$ cat src/rtl/rx_frame_parser.sv
// Purpose : hunts for SYNC_BYTE in a UART byte stream, parses LEN/payload/CHK,
//           buffers the payload and releases it only once the checksum matches.
// Latency : flags and out_valid appear one cycle after the accepting in_valid.
// Backpr. : out_valid/out_ready on the payload; none toward the UART, so a byte
//           arriving while the payload drains is dropped and flagged as overrun.
//
// Ports:
//   clk, rst_n            clock, asynchronous active-low reset
//   in_data, in_valid     received byte and its one-cycle strobe
//   out_data, out_valid,  payload stream; out_last marks the final byte
//   out_ready, out_last
//   frame_done            one-cycle pulse: frame passed checksum
//   frame_err, err_code   one-cycle error pulse; code 0 chk, 1 len, 2 timeout, 3 overrun
//   busy                  high whenever the parser is not hunting for sync
module rx_frame_parser #(
  parameter logic [7:0] SYNC_BYTE    = 8'hA5,
  parameter int         MAX_LEN      = 16,
  parameter int         TIMEOUT_CLKS = 52080
) (
  input  logic       clk,
  input  logic       rst_n,
  input  logic [7:0] in_data,
  input  logic       in_valid,
  output logic [7:0] out_data,
  output logic       out_valid,
  input  logic       out_ready,
  output logic       out_last,
  output logic       frame_done,
  output logic       frame_err,
  output logic [1:0] err_code,
  output logic       busy
);

  localparam int IW = $clog2(MAX_LEN + 1);
  localparam int TW = $clog2(TIMEOUT_CLKS + 1);
  // Buffer sized to the full index range so every index value is in bounds.
  localparam int DEPTH = 1 << IW;

  localparam logic [7:0]    MAX_LEN_B = 8'(MAX_LEN);
  localparam logic [TW-1:0] TO_LIMIT  = TW'(TIMEOUT_CLKS);

  localparam logic [1:0] ERR_CHK     = 2'd0;
  localparam logic [1:0] ERR_LEN     = 2'd1;
  localparam logic [1:0] ERR_TIMEOUT = 2'd2;
  localparam logic [1:0] ERR_OVERRUN = 2'd3;

  typedef enum logic [2:0] {
    S_HUNT,
    S_LEN,
    S_PAYLOAD,
    S_CHECK,
    S_DRAIN
  } state_t;

  state_t          state_q, state_d;
  logic [IW-1:0]   len_q, len_d;
  logic [IW-1:0]   idx_q, idx_d;
  logic [IW-1:0]   rd_idx_q, rd_idx_d;
  logic [7:0]      acc_q, acc_d;
  logic [TW-1:0]   tcnt_q, tcnt_d;
  logic            done_q, done_d;
  logic            err_q, err_d;
  logic [1:0]      code_q, code_d;

  logic [7:0]      mem [DEPTH];
  logic            wr_en;

  logic            in_frame;
  logic [TW-1:0]   tcnt_inc;
  logic            fire;

  // Drain outputs come straight from state and the buffer read port, so
  // they stay stable for as long as out_ready is held low.
  assign out_valid  = (state_q == S_DRAIN);
  assign out_data   = out_valid ? mem[rd_idx_q] : 8'h00;
  assign out_last   = out_valid && (rd_idx_q == len_q - IW'(1));
  assign busy       = (state_q != S_HUNT);
  assign frame_done = done_q;
  assign frame_err  = err_q;
  assign err_code   = code_q;

  assign fire     = out_valid && out_ready;
  assign in_frame = (state_q == S_LEN) || (state_q == S_PAYLOAD) || (state_q == S_CHECK);
  assign tcnt_inc = tcnt_q + TW'(1);

  always_comb begin
    state_d  = state_q;
    len_d    = len_q;
    idx_d    = idx_q;
    rd_idx_d = rd_idx_q;
    acc_d    = acc_q;
    tcnt_d   = '0;
    done_d   = 1'b0;
    err_d    = 1'b0;
    code_d   = code_q;
    wr_en    = 1'b0;

    // Silence inside a frame: count idle cycles; the cycle that would be the
    // TIMEOUT_CLKS-th silent one aborts. A byte on that cycle takes priority.
    if (in_frame && !in_valid) begin
      if (tcnt_inc == TO_LIMIT) begin
        err_d   = 1'b1;
        code_d  = ERR_TIMEOUT;
        state_d = S_HUNT;
      end else begin
        tcnt_d = tcnt_inc;
      end
    end

    case (state_q)
      S_HUNT: begin
        if (in_valid && in_data == SYNC_BYTE) state_d = S_LEN;
      end
      S_LEN: begin
        if (in_valid) begin
          // A repeated sync value lands here and is taken as a length.
          if (in_data == 8'h00 || in_data > MAX_LEN_B) begin
            err_d   = 1'b1;
            code_d  = ERR_LEN;
            state_d = S_HUNT;
          end else begin
            len_d   = in_data[IW-1:0];
            acc_d   = in_data;
            idx_d   = '0;
            state_d = S_PAYLOAD;
          end
        end
      end
      S_PAYLOAD: begin
        if (in_valid) begin
          wr_en = 1'b1;
          acc_d = acc_q ^ in_data;
          idx_d = idx_q + IW'(1);
          if (idx_q == len_q - IW'(1)) state_d = S_CHECK;
        end
      end
      S_CHECK: begin
        if (in_valid) begin
          if (in_data == acc_q) begin
            done_d   = 1'b1;
            rd_idx_d = '0;
            state_d  = S_DRAIN;
          end else begin
            err_d   = 1'b1;
            code_d  = ERR_CHK;
            state_d = S_HUNT;
          end
        end
      end
      S_DRAIN: begin
        // Bytes arriving now are dropped, never hunted, even on the last beat.
        if (in_valid) begin
          err_d  = 1'b1;
          code_d = ERR_OVERRUN;
        end
        if (fire) begin
          rd_idx_d = rd_idx_q + IW'(1);
          if (out_last) state_d = S_HUNT;
        end
      end
      default: state_d = S_HUNT;
    endcase
  end

  always_ff @(posedge clk or negedge rst_n) begin
    if (!rst_n) begin
      state_q  <= S_HUNT;
      len_q    <= '0;
      idx_q    <= '0;
      rd_idx_q <= '0;
      acc_q    <= '0;
      tcnt_q   <= '0;
      done_q   <= 1'b0;
      err_q    <= 1'b0;
      code_q   <= 2'd0;
    end else begin
      state_q  <= state_d;
      len_q    <= len_d;
      idx_q    <= idx_d;
      rd_idx_q <= rd_idx_d;
      acc_q    <= acc_d;
      tcnt_q   <= tcnt_d;
      done_q   <= done_d;
      err_q    <= err_d;
      code_q   <= code_d;
    end
  end

  // Payload storage needs no reset; it is always written before it is read.
  always_ff @(posedge clk) begin
    if (wr_en) mem[idx_q] <= in_data;
  end

endmodule

$ cat config.mk
export PLATFORM = sky130hd
export DESIGN_NAME = rx_frame_parser
export DESIGN_NICKNAME = d
export VERILOG_FILES = /design/src/rtl/rx_frame_parser.sv
export SDC_FILE = /design/constraint.sdc
export NUM_CORES = 1
export LEC_CHECK = 0
export ABC_AREA = 1
export CELL_PAD_IN_SITES_DETAIL_PLACEMENT = 1
export CELL_PAD_IN_SITES_GLOBAL_PLACEMENT = 1
export CORE_MARGIN = 3
export CORE_UTILIZATION = 50
export CTS_CLUSTER_DIAMETER = 80
export DETAILED_ROUTE_END_ITERATION = 16
export GPL_TIMING_DRIVEN = 0
export HOLD_SLACK_MARGIN = 0.12
export PLACE_DENSITY = 0.8
export SETUP_SLACK_MARGIN = 0.5
export SLEW_MARGIN = 20
export SYNTH_ARGS = -nofsm -noshare
export SYNTH_HDL_FRONTEND = slang
export SYNTH_SLANG_ARGS = --single-unit
$ cat constraint.sdc
create_clock -name clk -period 2.5 [get_ports clk]
set_input_delay 0.75 -clock clk [delete_from_list [all_inputs] [get_ports clk]]
set_output_delay 0.75 -clock clk [all_outputs]
set_load 0.02 [all_outputs]
# Word level (Yosys, flattened, before mapping)
# Memories as Yosys holds them, arrays and structs flattened.
# Cells that the tools add are included.
# Widths: inputs -> output; s select.
# totals
elab_cells,98
ramBits,256
latch_bits,0
memories,1
in_bits,12
register_bits,46
rom_bits,0
output_inout_bits,15
# op_classes
order_cmp,1
mux,50
shift,0
n_bitwise,2
mul,0
n_reduce_logical,16
n_addsub,4
div_mod_pow,0
eq_ne,15
# mem_list
name,words,width,rd,rd_ports_with_merged_regs,write_ports,line,source
mem,32,8,1,0,1,65,logic [7:0] mem [DEPTH];
# ops
cell,n
$mux 16,2
$mux 8,4
$mux 3,10
$mux 5,6
$pmux 5 s2,2
$add 16x1->16 const B,1
$eq 16x16->1 const B,1
$mux 2,8
$pmux 8 s2,1
$pmux 3 s5,1
$mux 1,14
$add 5x1->5 const B,2
$eq 5x5->1,2
$eq 8x8->1,1
$eq 8x8->1 const B,1
$gt 8x5->1 const B,1
$logic_not 8->1,1
$ne 2x2->1 const B,4
$reduce_and 4->1,2
$xor 8x8->8,1
$eq 3x2->1 const B,2
$pmux 2 s3,1
$sub 5x1->5 const B,1
$logic_and 1x1->1,4
11 further kinds,15

# Logic depth before layout (Yosys ltp)
# Gate-level depths: netlist of the first run.
# logic_depth
word_depth,8
mapped_depth,14
mapped_depth_nobuf,14

# Worst setup path before layout of the first run
# OpenSTA, ideal clock, no wires.
# synth_path
path_kind,register to output
from,register rd_idx_q[0]
to,output out_data[7]
path_buffers,2
stages_incl_launch_ff,10
arrival_ns,1.724
required_ns,1.750
slack_ns,0.026
cell_sequence,dfrtp_1 -> inv_1 -> buf_2 -> clkbuf_1 -> nor2_1 -> o221ai_1 -> o211ai_1 -> nand3_1 -> o21ai_1 -> nor2_1
# synth_between
elab_chain_len,2
# synth_lines
item,line,source
"start, declared",58,"logic [IW-1:0] rd_idx_q, rd_idx_d;"
"start signal, assigned",180,rd_idx_q <= rd_idx_d;
$mem_v2 32x8,n/a,
$mux 8,75,assign out_data = out_valid ? mem[rd_idx_q] : 8'h00;
"end, declared",24,"output logic [7:0] out_data,"
# No other way between the ends.

# Worst setup path after layout of the first run
# layout_path
from,register rd_idx_q[0]
to,output out_data[3]
# Same word-level chain as after synthesis.

==> run_results.csv, run 1 <==
group,metric,value,unit
run_status,status,"complete, but fails checks",
run_status,violations,"negative setup slack",
synth,syn-num-nets,1160,
cts,clock_path_buffers,3,
placed_design,portBuffers,25,
cells_and_area,final_nets,1300,
cts,postCtsHoldBufs,0,
pwr,seqPwrFrac,48.6,%
timing,slew_viol_final,0,
setup_path,slowest_delay,0.53,ns
timing,finalHoldViolations,0,
die,die_w,166,um
synth,netlist_instances,1141,
detailed_routing,routedWlPerCell,32.0,um
timing,rsz0062_at_grt,"true",
cells_and_area,antenna_cells,0,
synth,synth_edf_count,256,
synth,synth_area_leader_cell,"edfxtp_1",
detailed_routing,drtIter0Drc,1581,
timing,fmax,0.277,GHz
grt,grt_pass1_vias,11000,
timing,post-route-min-period,3.61,ns
setup_path,slowest_stage,"dfrtp_2",
timing,holdWs,0.221,ns
min_path,min-delay-path-class,"input port to async pin",
synth,netlist.area_leader.share,59.8,%
setup_path,critPathCaptureType,"output port",
cts,cts_tree,"built",
pwr,power_frac_clock,40.1,%
placed_design,hpwl,25900,um
setup_path,cp_common_cell,"o21ai_1",
cts,htree_levels,1,
placed_design,gp_congestion,0.885,
cts,clock-root-buffer,"clkbuf_16",
detailed_routing,num_vias,10900,
setup_path,start_kind,"flop",
detailed_routing,wl,52300,um
synth,async_flop_share,15.2,%
timing,worst_pin_slew,0.691,ns
synth,synth_area_leaders,"edfxtp_1, dfrtp_1, nor2_1",
cells_and_area,drive_gt1_share,31.3,%
synth,synth_seq_area_share,68.7,%
run,maxCapViolations,0,
grt,grt_util_all_layers,32.5,%
pwr,ir_drop,0.000522,V
pwr,p_switching,3.18,mW
die,io_pins,27,
synth,yosys_warnings,0,
setup_path,critical_path.cell_chain,"inv_6 > clkbuf_4 > nor2_1 > o22ai_2 > o21ai_1 > o21ai_1 > a211oi_2 > nor2_4 > buf_6",
pwr,powerDensity,692,mW/mm^2
synth,syn_avg_cell_area,11.3,um^2
synth,synth.cell_area,0.0129,mm^2
cells_and_area,fin_util,67.6,%
detailed_routing,antenna_left,0,
timing,setup_viol,9,
setup_path,required,1.75,ns
detailed_routing,viasPerCell,6.67,
placed_design,dp.cells,1498,
synth,synthFlopType,"edfxtp_1",
pwr,p_int,8.63,mW
pwr,power_frac_comb,11.4,%
timing,worst_slack,-1.11,ns
timing,clock_skew,0.0162,ns
placed_design,post-place-ws,-1.08,ns
grt,grt_overflow_total,0,
synth,synth_seq_cells,302,
die,core_area,0.0253,mm^2
grt,grt_antenna_before_repair,0,
setup_path,critPathArrivalTime,2.86,ns
cts,clkSinkCount,302,
pwr,p_leak,5.82,nW
setup_path,crit_fanout,10,
die,start_util,50.9,%
pwr,swShare,26.9,%
timing,fin_crit_sh,144,%
setup_path,path_class,"flop to output port",
cts,numCtsBuffers,31,
die,dieArea,0.0277,mm^2
cts,clk_latency,0.59,ns
cts,cts.clk_slew.worst_paths,0.07,ns
detailed_routing,drc,0,
timing,tns,-8.42,ns
cells_and_area,areaGrowthSynthToFinish,32.8,%
timing,slew_headroom,53.9,%
die,placementRows,58,
grt,grt_max_degree,47,
grt,grt_pass1_wl,68300,um
cells_and_area,instances_no_fill,1636,
synth,ys_types,38,
detailed_routing,dr.pass1.iters,5,
die,die_h,166,um
==> cell type report <==
class	instances	area (um^2)
plain buffers	58	706
clock buffers	45	891
clock inverters	13	100
fillers	2447	8180
inverters	50	208
multi-input cells	732	4610
flip-flops and latches	302	8850
well taps	330	413
repair buffers	106	1310
==> cells in the mapped netlist (4+ instances only) <==
| master | n |
|---|---|
| o211ai_1 | 5 |
| xnor2_1 | 6 |
| o221ai_1 | 14 |
| nand4_1 | 17 |
| clkbuf_1 | 49 |
| nand3_1 | 33 |
| nand2_2 | 6 |
| edfxtp_1 | 256 |
| xor2_1 | 18 |
| nor2_4 | 5 |
| o21ai_0 | 155 |
| inv_1 | 48 |
| nor2_1 | 213 |
| dfrtp_1 | 46 |
| ha_1 | 7 |
| nor3_1 | 5 |
| o21ai_1 | 4 |
| nand2_1 | 151 |
| a21oi_1 | 16 |
| o22ai_1 | 50 |
| buf_2 | 8 |
| and3_1 | 6 |
==> worst max-delay path, delay by kind of cell (launching register included) <==
kind | cells | cell delay, ns
flip-flops | 1 | 0.53
AO/OA/AOI/OAI | 4 | 0.89
buffers and inverters | 3 | 0.50
AND/OR/NAND/NOR | 2 | 0.34
==> power by group through the flow <==
stage          combinational (mW)  clock (mW)  sequential (mW)
2_1_floorplan               0.651           0             5.82
5_1_grt                      1.43        4.92             5.74
3_5_place_dp                 1.00           0             5.82
3_3_place_gp                0.952           0             5.82
6_report                     1.35        4.73             5.74
4_1_cts                      1.13        4.55             5.72
==> path summary, 6_finish.rpt <==
| check | startpoint | depth (start not counted) | end | slack, ns |
|---|---|---|---|---|
| min in group clk | in_valid | 4 | state_q[1]$_DFF_PN0_ | 0.54 |
| max in group asynchronous | rst_n | 1 | len_q[0]$_DFFE_PN0P_ | 1.78 |
| max reg2reg | rd_idx_q[0]$_DFFE_PN0P_ | 17 | state_q[0]$_DFF_PN0_ | 0.07 |
| min | rst_n | 1 | tcnt_q[6]$_DFF_PN0_ | 0.22 |
| min reg2reg | err_code[0]$_DFF_PN0_ | 2 | err_code[0]$_DFF_PN0_ | 0.56 |
| max | rd_idx_q[0]$_DFFE_PN0P_ | 9 | out_data[3] | -1.11 |
==> cell families after synthesis <==
family / share of synthesized area, %
flip-flops: 68.7
buffers and inverters: 3.26
AO/OA/AOI/OAI: 10.9
XOR/XNOR: 1.64
AND/OR/NAND/NOR: 14.8
adder cells (fa/ha/maj): 0.681
==> metrics by stage <==
step,power (mW),area [um^2]
final,11.8,17100
after CTS,11.4,16400
after global placement,6.78,14000
after detailed placement,6.83,14000
after global routing,12.1,17100
after floorplan,6.47,13300
==> registers in the layout, indices dropped and copies added, names as in the netlist <==
name,cells
len_q,5
frame_done,1
acc_q,8
frame_err,1
idx_q,5
mem,256
state_q,3
rd_idx_q,5
tcnt_q,16
err_code,2
==> timing repair <==
| action | 4_1_cts | 5_1_grt |
|---|---|---|
| hold endpoints to repair | 0 | 0 |
| cloned | 4 | 1 |
| endpoints found under the setup margin | 309 | 299 |
| resized for setup | 308 | 124 |
| pin swaps | 65 | 56 |
| setup buffers | 51 | 24 |
==> cell usage in the layout (no fill, tap or decap), types with 11 or more instances in the layout <==
master	instances
a21oi_1	11
buf_12	27
buf_4	43
buf_6	34
clkbuf_1	13
clkbuf_16	43
clkbuf_2	15
clkbuf_8	18
dfrtp_1	39
edfxtp_1	256
inv_1	35
nand2_1	126
nand2_2	23
nand3_1	22
nand3_2	11
nand4_1	17
nor2_1	142
nor2_2	20
nor2_4	58
o21ai_0	92
o21ai_1	53
o21ai_2	15
o22ai_1	37
o22ai_2	13
xor2_1	16
==> routing by layer <==
metal / up-vias / share of wire [%] / global-route usage [%]
met5: - / 0 / 0
met4: 0 / 5.8 / 14.1
met3: 240 / 10 / 6.69
met2: 861 / 49 / 55.1
met1: 5464 / 35 / 41.1
li1: 4352 / - / -
Note: power is estimated with default switching activity, not from simulation.
==> run 2: changes to the inputs <==
--- a/config.mk
+++ b/config.mk
@@ -9,12 +9,12 @@
 export CELL_PAD_IN_SITES_DETAIL_PLACEMENT = 1
 export CELL_PAD_IN_SITES_GLOBAL_PLACEMENT = 1
 export CORE_MARGIN = 3
-export CORE_UTILIZATION = 50
+export CORE_UTILIZATION = 46
 export CTS_CLUSTER_DIAMETER = 80
 export DETAILED_ROUTE_END_ITERATION = 16
 export GPL_TIMING_DRIVEN = 0
 export HOLD_SLACK_MARGIN = 0.12
-export PLACE_DENSITY = 0.8
+export PLACE_DENSITY = 0.74
 export SETUP_SLACK_MARGIN = 0.5
 export SLEW_MARGIN = 20
 export SYNTH_ARGS = -nofsm -noshare
==> run_results.csv, run 2 (synthesis gave the netlist of run 1 again) <==
group,metric,value,unit
run_status,status,"complete, but fails checks",
run_status,violations,"negative setup slack",
die,die_w,173,um
timing,setup_viol,9,
detailed_routing,num_vias,9992,
cells_and_area,top_regs,"mem (256), tcnt_q (16), acc_q (8)",
cells_and_area,final_common_cell,"edfxtp_1",
grt,grt_antenna_before_repair,0,
setup_path,critPathArrivalTime,2.71,ns
cells_and_area,drive_gt1_share,30.0,%
die,placementRows,60,
cts,cts_tree,"built",
timing,worst_slack,-0.965,ns
setup_path,crit_fanout,7,
placed_design,hpwl,26100,um
timing,worst_pin_slew,0.899,ns
cts,clkSinkCount,302,
timing,fin_crit_sh,139,%
placed_design,gp_congestion,0.882,
detailed_routing,antenna_left,0,
setup_path,r2r_start,"tcnt_q[1]$_DFF_PN0_",
cells_and_area,fin_util,62.2,%
cells_and_area,final_nets,1286,
pwr,powerDensity,684,mW/mm^2
setup_path,rr_worst_depth,14,
timing,clock_skew,0.0142,ns
grt,use_met3,4.52,%
detailed_routing,wl,44300,um
pwr,ir_drop,0.000546,V
grt,grt_max_degree,47,
timing,post-route-min-period,3.46,ns
die,dieArea,0.0300,mm^2
grt,busiest_layer,"met2",
timing,slew_viol_final,0,
min_path,min-delay-path-class,"input port to async pin",
detailed_routing,dr.pass1.iters,5,
cts,numCtsBuffers,31,
placed_design,portBuffers,25,
timing,finalHoldViolations,0,
grt,grt_util_all_layers,28.3,%
cells_and_area,antenna_cells,0,
timing,rsz0062_at_grt,"true",
run,maxCapViolations,0,
cts,clk_latency,0.57,ns
setup_path,critPathCaptureType,"output port",
setup_path,required,1.75,ns
grt,grt_overflow_total,0,
die,die_h,173,um
grt,use_met1,37.0,%
detailed_routing,drtIter0Drc,911,
cells_and_area,largest_reg_flops,256,
timing,fmax,0.289,GHz
cts,clock_path_buffers,3,
grt,gr-usage-met2,47.7,%
cts,htree_levels,1,
cts,cts.clk_slew.worst_paths,0.07,ns
die,core_area,0.0272,mm^2
setup_path,rr_endpoint,"state_q[0]$_DFF_PN0_",
timing,holdWs,0.214,ns
die,io_pins,27,
cells_and_area,top_register,"mem",
die,start_util,47.3,%
setup_path,reg2reg_setup_slack,0.35,ns
grt,grt_pass1_wl,64400,um
detailed_routing,routedWlPerCell,26.7,um
cts,clock-root-buffer,"clkbuf_16",
pwr,p_leak,5.76,nW
detailed_routing,drc,0,
setup_path,start_kind,"flop",
cells_and_area,mostFrequentLayoutCells,"edfxtp_1, nor2_1, nand2_1",
cells_and_area,areaGrowthSynthToFinish,31.4,%
grt,grt_pass1_vias,10400,
timing,slew_headroom,39.7,%
setup_path,path_class,"flop to output port",
detailed_routing,viasPerCell,6.02,
run 2: how the worst max path moves through the flow:
stage	from	to	cells past startpoint
2_1_floorplan	rd_idx_q[0]$_DFFE_PN0P_	out_data[7]	9
3_3_place_gp	in_data[2]	acc_q[4]$_DFFE_PN0P_	10
3_5_place_dp	rd_idx_q[1]$_DFFE_PN0P_	out_data[6]	9
4_1_cts	rd_idx_q[0]$_DFFE_PN0P_	out_data[4]	9
5_1_grt	rd_idx_q[0]$_DFFE_PN0P_	out_data[4]	9
6_report	rd_idx_q[0]$_DFFE_PN0P_	out_data[1]	10
run 2: layout make-up:
type / instances / area, um^2
timing repair buffer: 92 / 1160
multi-input combinational: 732 / 4550
inverter: 50 / 205
fill: 2716 / 10300
clock inverter: 20 / 193
buffer: 58 / 679
sequential: 302 / 8850
clock buffer: 35 / 791
tap: 372 / 465
run 2: worst max-delay path, stage by stage (launching register included):
cell	delay, ns
dfrtp_2	0.50
buf_6	0.16
buf_12	0.14
buf_12	0.15
buf_12	0.14
nor2_4	0.09
o221ai_2	0.12
nand3_2	0.10
nand4_1	0.28
and3_4	0.32
buf_6	0.13
run 2: power breakdown:
part | leakage, nW | switching, mW | total, mW | internal (mW)
clock | 0.492 | 1.96 | 4.62 | 2.66
combinational | 2.39 | 0.799 | 1.23 | 0.428
sequential | 2.88 | 0.108 | 5.72 | 5.61
run 2: per-layer routing:
metal	vias up	share of wire (%)	wire length, um
li1	4340	-	-
met1	5166	40	17700
met2	378	51	22400
met3	108	5.9	2640
met4	0	3.6	1600
met5	-	0	0
run 2: per-stage QoR:
stage	total power, mW	worst slack [ns]	std cells	area [um^2]	setup TNS, ns
after global placement	6.78	-1.58	1538	14000	-139.21
after CTS	11.4	-0.849	1639	16300	-6.85
final	11.6	-0.965	1661	16900	-7.69
after detailed placement	6.83	-1.21	1543	14100	-16.22
after global routing	11.9	-1.00	1661	16900	-7.97
after floorplan	6.47	0.281	1141	13300	0
run 2: what timing repair did:
item / 4_1_cts / 5_1_grt
hold buffers: 0 / 0
gates cloned: 6 / 1
pin swaps: 62 / 50
endpoints found under the setup margin: 309 / 307
gates resized for setup: 271 / 125
setup buffers: 35 / 21
==> run 3: changes to the inputs <==
--- a/config.mk
+++ b/config.mk
@@ -12,7 +12,6 @@
 export CORE_UTILIZATION = 46
 export CTS_CLUSTER_DIAMETER = 80
 export DETAILED_ROUTE_END_ITERATION = 16
-export GPL_TIMING_DRIVEN = 0
 export HOLD_SLACK_MARGIN = 0.12
 export PLACE_DENSITY = 0.74
 export SETUP_SLACK_MARGIN = 0.5
==> run_results.csv, run 3 (synthesis gave the netlist of run 1 again) <==
group,metric,value,unit
placed_design,hpwl,24600,um
setup_path,path_class,"flop to output port",
cells_and_area,drive_gt1_share,31.8,%
cells_and_area,largest_reg_flops,256,
grt,grt_pass1_vias,10400,
grt,grt_max_degree,46,
detailed_routing,drc,0,
detailed_routing,wl,45200,um
grt,gr-usage-met2,46.1,%
pwr,p_leak,6.07,nW
grt,busiest_layer,"met2",
timing,post-route-min-period,3.40,ns
run_status,status,"complete, but fails checks",
timing,finalHoldViolations,0,
setup_path,crit_fanout,6,
setup_path,start_kind,"flop",
pwr,p_switching,3.03,mW
grt,grt_overflow_total,0,
grt,use_met3,4.15,%
pwr,power_frac_clock,41.1,%
setup_path,reg2reg_setup_slack,0.43,ns
pwr,powerDensity,689,mW/mm^2
detailed_routing,viasPerCell,5.96,
timing,fin_crit_sh,136,%
cts,htree_levels,1,
placed_design,portBuffers,26,
placed_design,dp.cells,1590,
setup_path,required,1.75,ns
cells_and_area,mostFrequentLayoutCells,"edfxtp_1, nor2_1, nand2_1",
die,die_w,173,um
timing,rsz0062_at_grt,"true",
timing,slew_viol_final,0,
run_status,violations,"negative setup slack",
detailed_routing,routedWlPerCell,26.4,um
placed_design,gp_congestion,0.810,
grt,grt_pass1_wl,62100,um
die,die_h,173,um
detailed_routing,dr.pass1.iters,5,
setup_path,critPathArrivalTime,2.65,ns
grt,use_met1,35.4,%
grt,grt_util_all_layers,26.9,%
min_path,min-delay-path-class,"input port to async pin",
die,core_area,0.0272,mm^2
grt,grt_antenna_before_repair,0,
placed_design,post-place-ws,-0.616,ns
timing,setup_viol,9,
timing,clock_skew,0.0141,ns
cts,clock-root-buffer,"clkbuf_16",
cells_and_area,top_regs,"mem (256), tcnt_q (16), acc_q (8)",
die,io_pins,27,
cells_and_area,areaGrowthSynthToFinish,35.1,%
cts,cts.clk_slew.worst_paths,0.08,ns
timing,tns,-7.00,ns
timing,worst_pin_slew,0.551,ns
cts,clock_path_buffers,3,
setup_path,rr_worst_depth,13,
timing,slew_headroom,63.1,%
setup_path,critPathCaptureType,"output port",
pwr,power_frac_comb,10.7,%
pwr,p_int,8.94,mW
cells_and_area,top_register,"mem",
cts,postCtsHoldBufs,0,
pwr,seqPwrFrac,48.1,%
die,dieArea,0.0300,mm^2
die,start_util,47.3,%
detailed_routing,drtIter0Drc,937,
timing,holdWs,0.153,ns
timing,fmax,0.294,GHz
cts,cts_tree,"built",
detailed_routing,num_vias,10200,
pwr,swShare,25.3,%
cells_and_area,antenna_cells,0,
timing,worst_slack,-0.900,ns
detailed_routing,antenna_left,0,
pwr,ir_drop,0.000591,V
cells_and_area,final_nets,1332,
cts,numCtsBuffers,31,
cells_and_area,final_common_cell,"edfxtp_1",
cts,clkSinkCount,302,
cts,clk_latency,0.57,ns
cells_and_area,instances_no_fill,1710,
die,placementRows,60,
run,maxCapViolations,0,
## run 3: through the flow
stage / util (%) / power [mW] / instance area [um^2]
after floorplan: - / 6.47 / 13300
after global placement: 54.6 / 6.88 / 14800
after detailed placement: 54.6 / 6.94 / 14800
after CTS: 60.9 / 11.8 / 16500
after global routing: 63.9 / 12.3 / 17400
final: 63.9 / 12.0 / 17400
## run 3: worst paths after layout
kind,from,endpoint
max,rd_idx_q[0]$_DFFE_PN0P_,out_data[5]
min,rst_n,frame_done$_DFF_PN0_
max reg2reg,tcnt_q[7]$_DFF_PN0_,state_q[0]$_DFF_PN0_
min reg2reg,err_code[0]$_DFF_PN0_,err_code[0]$_DFF_PN0_
max in group asynchronous,rst_n,rd_idx_q[0]$_DFFE_PN0P_
min in group clk,err_code[0]$_DFF_PN0_,err_code[0]$_DFF_PN0_
## run 3: area by class of cell
type	count	area (um^2)
Clock buffer	35	811
Clock inverter	23	260
Fill cell	2689	9800
Inverter	50	214
Multi-Input combinational cell	732	4510
Sequential cell	302	8840
Tap cell	372	465
Timing Repair Buffer	196	2260
## run 3: power groups by stage
stage	combinational (mW)	clock (mW)	sequential [mW]
2_1_floorplan	0.651	0	5.82
3_3_place_gp	1.04	0	5.84
3_5_place_dp	1.09	0	5.85
4_1_cts	1.17	4.92	5.75
5_1_grt	1.38	5.18	5.78
6_report	1.28	4.93	5.76
## run 3: worst max-delay path: stages, from the launching register on
cell	delay [ns]
dfrtp_4	0.54
buf_12	0.16
buf_16	0.14
o21ai_4	0.14
o22ai_2	0.10
o211ai_1	0.28
buf_4	0.19
nand4_1	0.16
and3_4	0.24
buf_6	0.12
## run 3: metal layers
layer,up-vias,part of all wire (%),wire length (um)
li1,4424,-,-
met1,5231,40,17900
met2,428,50,22700
met3,115,6.6,2960
met4,0,3.6,1640
met5,-,0,0
## run 3: repair_timing
item                       in CTS  in global routing
setup endpoints to repair      93                196
gates cloned                    4                  2
pin swaps                      56                 77
gates resized for setup       181                131
setup buffers                  29                 27
hold endpoints to repair        0                  0
